<file path="config.mk">
export PLATFORM = sky130hd
export DESIGN_NAME = bias_add
export DESIGN_NICKNAME = d
export VERILOG_FILES = /design/src/rtl/bias_add.sv
export SDC_FILE = /design/constraint.sdc
export NUM_CORES = 2
export LEC_CHECK = 0
export BUFFER_PORTS_ARGS = -buffer_cell sky130_fd_sc_hd__buf_4
export CORE_AREA = 4 4 616 618
export DETAILED_ROUTE_END_ITERATION = 10
export DIE_AREA = 0 0 620 622
export GPL_TIMING_DRIVEN = 0
export PLACE_DENSITY_LB_ADDON = 0.15
export SLEW_MARGIN = 20
export SYNTH_ARGS = -nofsm -noshare
export SYNTH_HDL_FRONTEND = slang
export SYNTH_SLANG_ARGS = --single-unit
export TNS_END_PERCENT = 20
</file>
<file path="constraint.sdc">
create_clock -name I_clk -period 4.68 [get_ports I_clk]
set_input_delay 0.702 -clock I_clk [delete_from_list [all_inputs] [get_ports I_clk]]
set_output_delay 0.702 -clock I_clk [all_outputs]
set_load 0.01 [all_outputs]
</file>
<file path="src/rtl/bias_add.sv">
// Bias-add stage: adds the per-group bias word to 16-lane partial sums,
// saturates to 32 bits, applies optional ReLU and streams to the output store.
module bias_add #(
  parameter int unsigned C_LANES          = 16,
  parameter int unsigned C_DATA_WIDTH     = 32,
  parameter int unsigned C_RAM_ADDR_WIDTH = 10,
  parameter int unsigned C_PIX_WIDTH      = 16,
  parameter int unsigned C_RD_LAT         = 2
) (
  input  logic                              I_clk,
  input  logic                              I_rst,
  input  logic                              I_ap_start,
  output logic                              O_ap_done,
  input  logic [C_PIX_WIDTH-1:0]            I_pix_num,
  input  logic [C_RAM_ADDR_WIDTH-1:0]       I_cog_num,
  input  logic                              I_relu_en,
  output logic [C_RAM_ADDR_WIDTH-1:0]       O_braddr,
  input  logic [C_LANES*C_DATA_WIDTH-1:0]   I_brdata,
  input  logic                              I_sum_valid,
  output logic                              O_sum_ready,
  input  logic [C_LANES*C_DATA_WIDTH-1:0]   I_sum_data,
  output logic                              O_res_valid,
  input  logic                              I_res_ready,
  output logic [C_LANES*C_DATA_WIDTH-1:0]   O_res_data
);

  localparam int unsigned BW     = C_LANES * C_DATA_WIDTH;
  localparam int unsigned DW     = C_DATA_WIDTH;
  localparam int unsigned AW     = C_RAM_ADDR_WIDTH;
  localparam int unsigned PW     = C_PIX_WIDTH;
  localparam int unsigned WAIT_W = $clog2(C_RD_LAT + 1) + 1;

  localparam logic [2:0] S_IDLE  = 3'd0;
  localparam logic [2:0] S_PRIME = 3'd1;
  localparam logic [2:0] S_RUN   = 3'd2;
  localparam logic [2:0] S_DRAIN = 3'd3;
  localparam logic [2:0] S_DONE  = 3'd4;

  logic [2:0]        r_state;
  logic [2:0]        w_state_nxt;
  logic              r_start_d;
  logic              r_done;
  logic [PW-1:0]     r_pix_num;
  logic [AW-1:0]     r_cog_num;
  logic              r_relu;
  logic [PW-1:0]     r_pix_cnt;
  logic [AW-1:0]     r_grp_cnt;
  logic [AW-1:0]     r_braddr;
  logic [WAIT_W-1:0] r_wait;
  logic [BW-1:0]     r_bias;
  logic              r_res_valid;
  logic [BW-1:0]     r_res_data;

  logic              w_start_edge;
  logic              w_zero;
  logic              w_prime_done;
  logic              w_sum_ready;
  logic              w_accept;
  logic              w_last_pix;
  logic              w_last_grp;
  logic [BW-1:0]     w_res;

  assign w_start_edge = I_ap_start && !r_start_d;
  assign w_zero       = (I_pix_num == '0) || (I_cog_num == '0);
  assign w_prime_done = (r_wait == WAIT_W'(C_RD_LAT));
  assign w_sum_ready  = (r_state == S_RUN) && (!r_res_valid || I_res_ready);
  assign w_accept     = w_sum_ready && I_sum_valid;
  assign w_last_pix   = (r_pix_cnt == r_pix_num - PW'(1));
  assign w_last_grp   = (r_grp_cnt == r_cog_num - AW'(1));

  assign O_ap_done   = r_done;
  assign O_braddr    = r_braddr;
  assign O_sum_ready = w_sum_ready;
  assign O_res_valid = r_res_valid;
  assign O_res_data  = r_res_data;

  // Per-lane 33-bit add, clamp to the 32-bit signed range, then optional ReLU.
  for (genvar g = 0; g < C_LANES; g++) begin : g_lane
    logic [DW:0]   w_s;
    logic [DW-1:0] w_sat;
    assign w_s = {I_sum_data[g*DW + DW-1], I_sum_data[g*DW +: DW]}
               + {r_bias[g*DW + DW-1], r_bias[g*DW +: DW]};
    assign w_sat = (w_s[DW] != w_s[DW-1])
                 ? (w_s[DW] ? {1'b1, {(DW-1){1'b0}}} : {1'b0, {(DW-1){1'b1}}})
                 : w_s[DW-1:0];
    assign w_res[g*DW +: DW] = (r_relu && w_sat[DW-1]) ? '0 : w_sat;
  end

  always_ff @(posedge I_clk) begin
    if (I_rst) r_state <= S_IDLE;
    else       r_state <= w_state_nxt;
  end

  always_comb begin
    w_state_nxt = r_state;
    case (r_state)
      S_IDLE:  if (w_start_edge) w_state_nxt = w_zero ? S_DONE : S_PRIME;
      S_PRIME: if (w_prime_done) w_state_nxt = S_RUN;
      S_RUN:   if (w_accept && w_last_pix) w_state_nxt = w_last_grp ? S_DRAIN : S_PRIME;
      S_DRAIN: if (!r_res_valid) w_state_nxt = S_DONE;
      S_DONE:  if (!I_ap_start) w_state_nxt = S_IDLE;
      default: w_state_nxt = S_IDLE;
    endcase
  end

  // Run control: latched config, counters, bias read address and bias capture.
  always_ff @(posedge I_clk) begin
    if (I_rst) begin
      r_start_d <= 1'b0;
      r_done    <= 1'b0;
      r_pix_num <= '0;
      r_cog_num <= '0;
      r_relu    <= 1'b0;
      r_pix_cnt <= '0;
      r_grp_cnt <= '0;
      r_braddr  <= '0;
      r_wait    <= '0;
      r_bias    <= '0;
    end else begin
      r_start_d <= I_ap_start;
      r_done    <= (w_state_nxt == S_DONE);
      case (r_state)
        S_IDLE: begin
          if (w_start_edge) begin
            r_pix_num <= I_pix_num;
            r_cog_num <= I_cog_num;
            r_relu    <= I_relu_en;
            r_pix_cnt <= '0;
            r_grp_cnt <= '0;
            r_braddr  <= '0;
            r_wait    <= '0;
          end
        end
        S_PRIME: begin
          if (w_prime_done) r_bias <= I_brdata;
          else              r_wait <= r_wait + WAIT_W'(1);
        end
        S_RUN: begin
          if (w_accept) begin
            if (w_last_pix) begin
              r_pix_cnt <= '0;
              // Address moves only on entry to PRIME, so no read is in flight.
              if (!w_last_grp) begin
                r_grp_cnt <= r_grp_cnt + AW'(1);
                r_braddr  <= r_braddr + AW'(1);
                r_wait    <= '0;
              end
            end else begin
              r_pix_cnt <= r_pix_cnt + PW'(1);
            end
          end
        end
        default: ;
      endcase
    end
  end

  // Single output register; a new accept overwrites a beat handed off this cycle.
  always_ff @(posedge I_clk) begin
    if (I_rst) begin
      r_res_valid <= 1'b0;
      r_res_data  <= '0;
    end else if (w_accept) begin
      r_res_valid <= 1'b1;
      r_res_data  <= w_res;
    end else if (I_res_ready) begin
      r_res_valid <= 1'b0;
    end
  end

endmodule

</file>
==> After elaboration in Yosys (flattened, before gate mapping) <==
Index checks and enable logic that the tools add are counted.
{ "totals": {"inputBits": 1056, "register_bits": 1096, "out_inout_bits": 525} }
{ "classes": {"muxes": 77, "n_eq_ne": 29, "addsub": 22, "reduce_logical": 35} }
{ "op_table": {"columns": ["cell", "count"], "rows": [
  ["$mux 32", 48],
  ["$add 32x32->33", 16],
  ["$mux 10", 7],
  ["$mux 16", 3],
  ["$pmux 10 s2", 2],
  ["$mux 3", 11],
  ["$pmux 16 s2", 1],
  ["$add 10x1->10 const B", 2],
  ["$logic_and 1x1->1", 20],
  ["$add 16x1->16 const B", 1],
  ["$eq 16x16->1", 1],
  ["$logic_not 16->1", 1],
  ["$ne 1x1->1", 16],
  ["$sub 16x1->16 const B", 1],
  ["$pmux 3 s5", 1],
  ["$eq 10x10->1", 1],
  ["$logic_not 10->1", 1],
  ["$ne 2x2->1 const B", 5],
  ["$sub 10x1->10 const B", 1],
  ["$eq 3x2->1 const B", 3],
  ["$pmux 3 s3", 1],
  ["$eq 3x3->1 const B", 2],
  ["$reduce_and 6->1", 1],
  ["$reduce_and 5->1", 1],
  ["other kinds (11)", 16]
]} }

==> Logic depth before layout (Yosys ltp) <==
{ "logic_depth": {"depth_word": 8, "depth_mapped": 14} }

==> Worst setup path before layout <==
OpenSTA, ideal clock, no wires.
{ "synth_timing": {"path_type": "input-to-reg", "start": "in I_sum_data[192]", "end": "reg r_res_data[198] (netlist: O_res_data[198])", "setup_ps": 86, "arrival_time_ps": 3906, "path_buffers": 2, "path_slack_ps": 688, "path_stages": 14, "path_cell_list": "ha_1 -> fa_1 -> a211oi_1 -> o211a_1 -> o21ai_1 -> o2111ai_1 -> nand2b_1 -> a221oi_1 -> nand2b_1 -> xnor2_1 -> clkbuf_1 -> clkbuf_1 -> nor2_1 -> a211oi_1"} }
{ "synth_via": {"elab_chain_cells": 5, "elab_cells_between_ends": 6, "cone_classes": "add/sub: 1; eq/ne: 1; mux: 3; reduce/logical: 1"} }
{ "synth_lines": {"columns": ["element", "line", "text"], "rows": [
  ["from (decl)", "21", "input logic [C_LANES*C_DATA_WIDTH-1:0] I_sum_data,"],
  ["$add 32x32->33 (*)", "82", "+ {r_bias[g*DW + DW-1], r_bias[g*DW +: DW]};"],
  ["$mux 32 or $ne 1x1->1 (tied branches)", "84, 83", null],
  ["$mux 32 (*)", "84", "? (w_s[DW] ? {1'b1, {(DW-1){1'b0}}} : {1'b0, {(DW-1){1'b1}}})"],
  ["$logic_and 1x1->1", "86", "assign w_res[g*DW +: DW] = (r_relu && w_sat[DW-1]) ? '0 : w_sat;"],
  ["$mux 32 (*)", "86", null],
  ["to (signal assigned)", "165", "r_res_data <= w_res;"],
  ["to (decl)", "52", "logic [BW-1:0] r_res_data;"]
]} }
Mark *: on every way between the ends. The rest lies on a longest branch, timed or not.
A chain may end at the register's enable or synchronous reset.

==> Worst setup path in the final report <==
{ "layout_timing": {"start": "reg r_bias[64]", "end": "reg r_res_data[81] (netlist: O_res_data[81])"} }
{ "layout_via": {"elab_chain_cells": 5, "elab_cells_between_ends": 6, "cone_classes": "add/sub: 1; eq/ne: 1; mux: 3; reduce/logical: 1"} }
{ "layout_lines": {"columns": ["element", "line", "text"], "rows": [
  ["from (decl)", "50", "logic [BW-1:0] r_bias;"],
  ["from (signal assigned)", "135", "if (w_prime_done) r_bias <= I_brdata;"],
  ["$add 32x32->33 (*)", "82", null],
  ["$mux 32 or $ne 1x1->1 (tied branches)", "84, 83", null],
  ["$mux 32 (*)", "84", null],
  ["$logic_and 1x1->1", "86", null],
  ["$mux 32 (*)", "86", null]
]} }
Marks and branches as above.

==> metrics.csv <==
stage,metric,value,unit
logic_synthesis,synth_top_family_by_area,compound AO/OA/AOI/OAI gates,
pwr,fin_total_pwr,0.0261,W
logic_synthesis,synth-seq-cells,1096,
worst_setup_path,crit_required,5370,ps
worst_setup_path,crit_path_start_kind,flip-flop,
logic_synthesis,synthMuxAreaShare,0.459,%
logic_synthesis,synth_most_common_cell,nand2_1,
logic_synthesis,synth_top_area_share,32.9,%
clock_network,insertion_delay,860,ps
timing,worstMarginPinSlew,1120,ps
logic_synthesis,syn_inst,8812,
placement,dp_hpwl,400000,um
global_route,grt_pass1_wl,614000,um
route,wl,463000,um
logic_synthesis,netlist_area,0.0668,mm^2
timing,period_share,98.1,%
status,status,"finished, final reports clean",
pwr,power.internal,0.0187,W
global_route,grt_util_all_layers,22.8,%
min_path,hold_depth,3,
final_layout,final_util,24.7,%
logic_synthesis,yosysSeqAreaShare,32.9,%
worst_setup_path,worst-setup-path-type,reg2reg,
route,wl_per_cell,29.3,um
flow_run,max_cap_violations,0,
worst_setup_path,ff2ff_path_depth,13,
logic_synthesis,synthAdderAreaFrac,10.2,%
floorplan,dieArea,0.386,mm^2
clock_network,clock-root-buffer,clkbuf_16,
logic_synthesis,ys_async_sr_fraction,0,%
clock_network,h-tree-depth,4,
global_route,grt_max_degree,18,
logic_synthesis,synth_xor_area_share,6.28,%
logic_synthesis,synth_edf_count,0,
timing,slew_headroom,24.9,%
timing,fin_crit,4590,ps
clock_network,cts_tree,done,
logic_synthesis,synth_top_area_cell,dfxtp_1,
logic_synthesis,synth-compound-area-share,27.0,%
logic_synthesis,yosys_warnings,0,
timing,rsz0062_at_grt,true,
route,avgViaCountPerCell,4.67,
global_route,grt_pass1_vias,72600,
worst_setup_path,crit_path_max_fanout,10,
final_layout,design_area,0.0925,mm^2
route,ant_nets,0,
timing,drv_slew,0,
timing,finalSetupViolCount,0,
route,drtIter0Drc,5007,
logic_synthesis,synthDistinctLibCells,83,
timing,tns,0,ps
clock_network,path_clk_slew,70,ps
final_layout,nets,12300,
logic_synthesis,syn_nets,10400,
clock_network,numCtsBuffers,158,
pwr,p_seq_share,36.4,%
floorplan,die_h,622,um
logic_synthesis,syn_area_per_cell,7.58,um^2
route,num_vias,74000,
pwr,switchingPower,0.00742,W
pwr,p_comb_share,13.7,%
pwr,switching_share,28.4,%
logic_synthesis,synthFlopType,dfxtp_1,
timing,timing.fmax,218,MHz
worst_setup_path,arrival,5290,ps
pwr,p_leak,39.3,nW
floorplan,die_x,620,um
placement,port_buffers,1580,
global_route,antenna_found_initial,175,
timing,hold_ws,95.4,ps
pwr,vdd_ir_drop_max,235,uV
floorplan,start_util,17.8,%
clock_network,cts_buffer_depth,4,
logic_synthesis,synth_common_cells,"nand2_1, a21oi_1, dfxtp_1",
floorplan,fp.coreArea,0.374,mm^2
pwr,p_clk_share,50.0,%
global_route,overflow,0,
pwr,power_density,282,mW/mm^2
final_layout,drive_above_1_share,19.3,%
placement,placed_area,0.0860,mm^2
floorplan,ioPinCount,1581,
logic_synthesis,synth.area.top_cells,"dfxtp_1, nand2_1, ha_1",
route,drc,0,
route,dr.pass1.iters,6,
floorplan,rows,225,
min_path,hold_class,in2reg,
worst_setup_path,crit_path_end_kind,flip-flop,
timing,hold_viol,0,
final_layout,syn_to_final_growth,38.6,%
timing,finClkSkew,62.5,ps
logic_synthesis,synth_simple_gate_area_share,19.8,%
placement,place.gp.congestion,0.957,
clock_network,cts.sink_count,1096,
## state kept, by name, summed over array words and instances (netlist names)
name         flops
O_braddr        10
r_pix_num       16
O_res_valid      1
O_ap_done        1
r_state          3
r_wait           3
r_start_d        1
r_pix_cnt       16
r_bias         512
r_grp_cnt       10
r_relu           1
O_res_data     512
r_cog_num       10
## power groups by stage
stage	Combinational [W]	Sequential, W	Clock (W)
after floorplan	0.00160	0.00967	0
after global placement	0.00344	0.00970	0
after detailed placement	0.00349	0.00970	0
after CTS	0.00357	0.00949	0.0135
after global routing	0.00384	0.00950	0.0137
final	0.00357	0.00950	0.0130
## logic make-up (layout without fill, tap and decap cells)
family / Yosys count / after routing
mux: 30 / 30
buf+inv: 615 / 2588
flops: 1096 / 1096
other cells: 0 / 61
xor+xnor: 479 / 479
fa+ha+maj: 535 / 535
simple gates: 3081 / 3081
compound gates: 2976 / 2976
## worst paths after layout
kind                           startpoint                           end  slack, ps
max reg2reg       r_bias[64]$_SDFFE_PP0P_   O_res_data[81]$_SDFFE_PP0P_         90
min                          I_brdata[79]       r_bias[79]$_SDFFE_PP0P_        100
min reg2reg  O_res_data[275]$_SDFFE_PP0P_  O_res_data[275]$_SDFFE_PP0P_        440
max               r_bias[64]$_SDFFE_PP0P_   O_res_data[81]$_SDFFE_PP0P_         90
## final cells by class
type	instances	area (um^2)
Fill cell	41700	282000
Multi-Input combinational cell	7101	42700
Sequential cell	1096	21900
Timing Repair Buffer	1698	13600
Tap cell	4994	6250
Clock buffer	214	4520
Buffer	467	1880
Clock inverter	64	940
Inverter	145	544
Antenna cell	61	153
## layer usage
metal | track usage [%] | vias up | share of wire, %
li1 | - | 35100 | -
met1 | 26.5 | 35700 | 39
met2 | 39.7 | 2538 | 49
met3 | 3.64 | 687 | 5.5
met4 | 12.9 | 20 | 6.4
met5 | 0 | - | 0.030
## stage by stage
step	cells	worst slack [ps]
2_1_floorplan	8812	688
3_3_place_gp	15400	-4500
3_5_place_dp	15400	-1680
4_1_cts	15800	-155
5_1_grt	15800	-105
6_report	15800	88.7
## critical path, cell delays in order (launching register included)
cell      delay [ps]
dfxtp_1          320
ha_1             220
fa_1             420
a21o_1           180
a21oi_1          200
nand2b_1         190
a211oi_1         150
o31ai_1          640
o31ai_1          250
a21oi_4          380
xnor2_2          310
clkbuf_1         340
o21ai_1          750
nand2_1          100
## cells in the final DEF, fill, tap and decap left out, drive strengths merged, types with 29 or more instances in the layout
| cell | Yosys | layout |
|---|---|---|
| nor2 | 520 | 520 |
| nand2b | 62 | 62 |
| clkinv | 0 | 29 |
| nand3 | 117 | 117 |
| a31o | 29 | 29 |
| clkbuf | 461 | 671 |
| xor2 | 163 | 163 |
| a21o | 300 | 300 |
| a31oi | 74 | 74 |
| or3 | 41 | 41 |
| and3 | 73 | 73 |
| and2 | 47 | 47 |
| a21oi | 1265 | 1265 |
| o21bai | 92 | 92 |
| nor3 | 96 | 96 |
| a211oi | 103 | 103 |
| nand4 | 73 | 73 |
| o21ai | 616 | 616 |
| o221ai | 32 | 32 |
| o21a | 64 | 64 |
| o211ai | 50 | 50 |
| dfxtp | 1096 | 1096 |
| inv | 145 | 152 |
| ha | 519 | 519 |
| buf | 9 | 1638 |
| o31ai | 43 | 43 |
| nor2b | 65 | 65 |
| a221oi | 33 | 33 |
| nand2 | 1869 | 1869 |
| dlygate4sd3 | 0 | 69 |
| xnor2 | 316 | 316 |
| diode | 0 | 61 |
## what timing repair did
action                                 CTS  global route
gates resized for setup                 42            37
setup endpoints to repair              304           167
buffers inserted                         1             3
hold buffers                            69             0
cloned                                   0             0
pin swaps                                1             0
endpoints found under the hold margin   69             0
(Power assumes the default switching activity.)
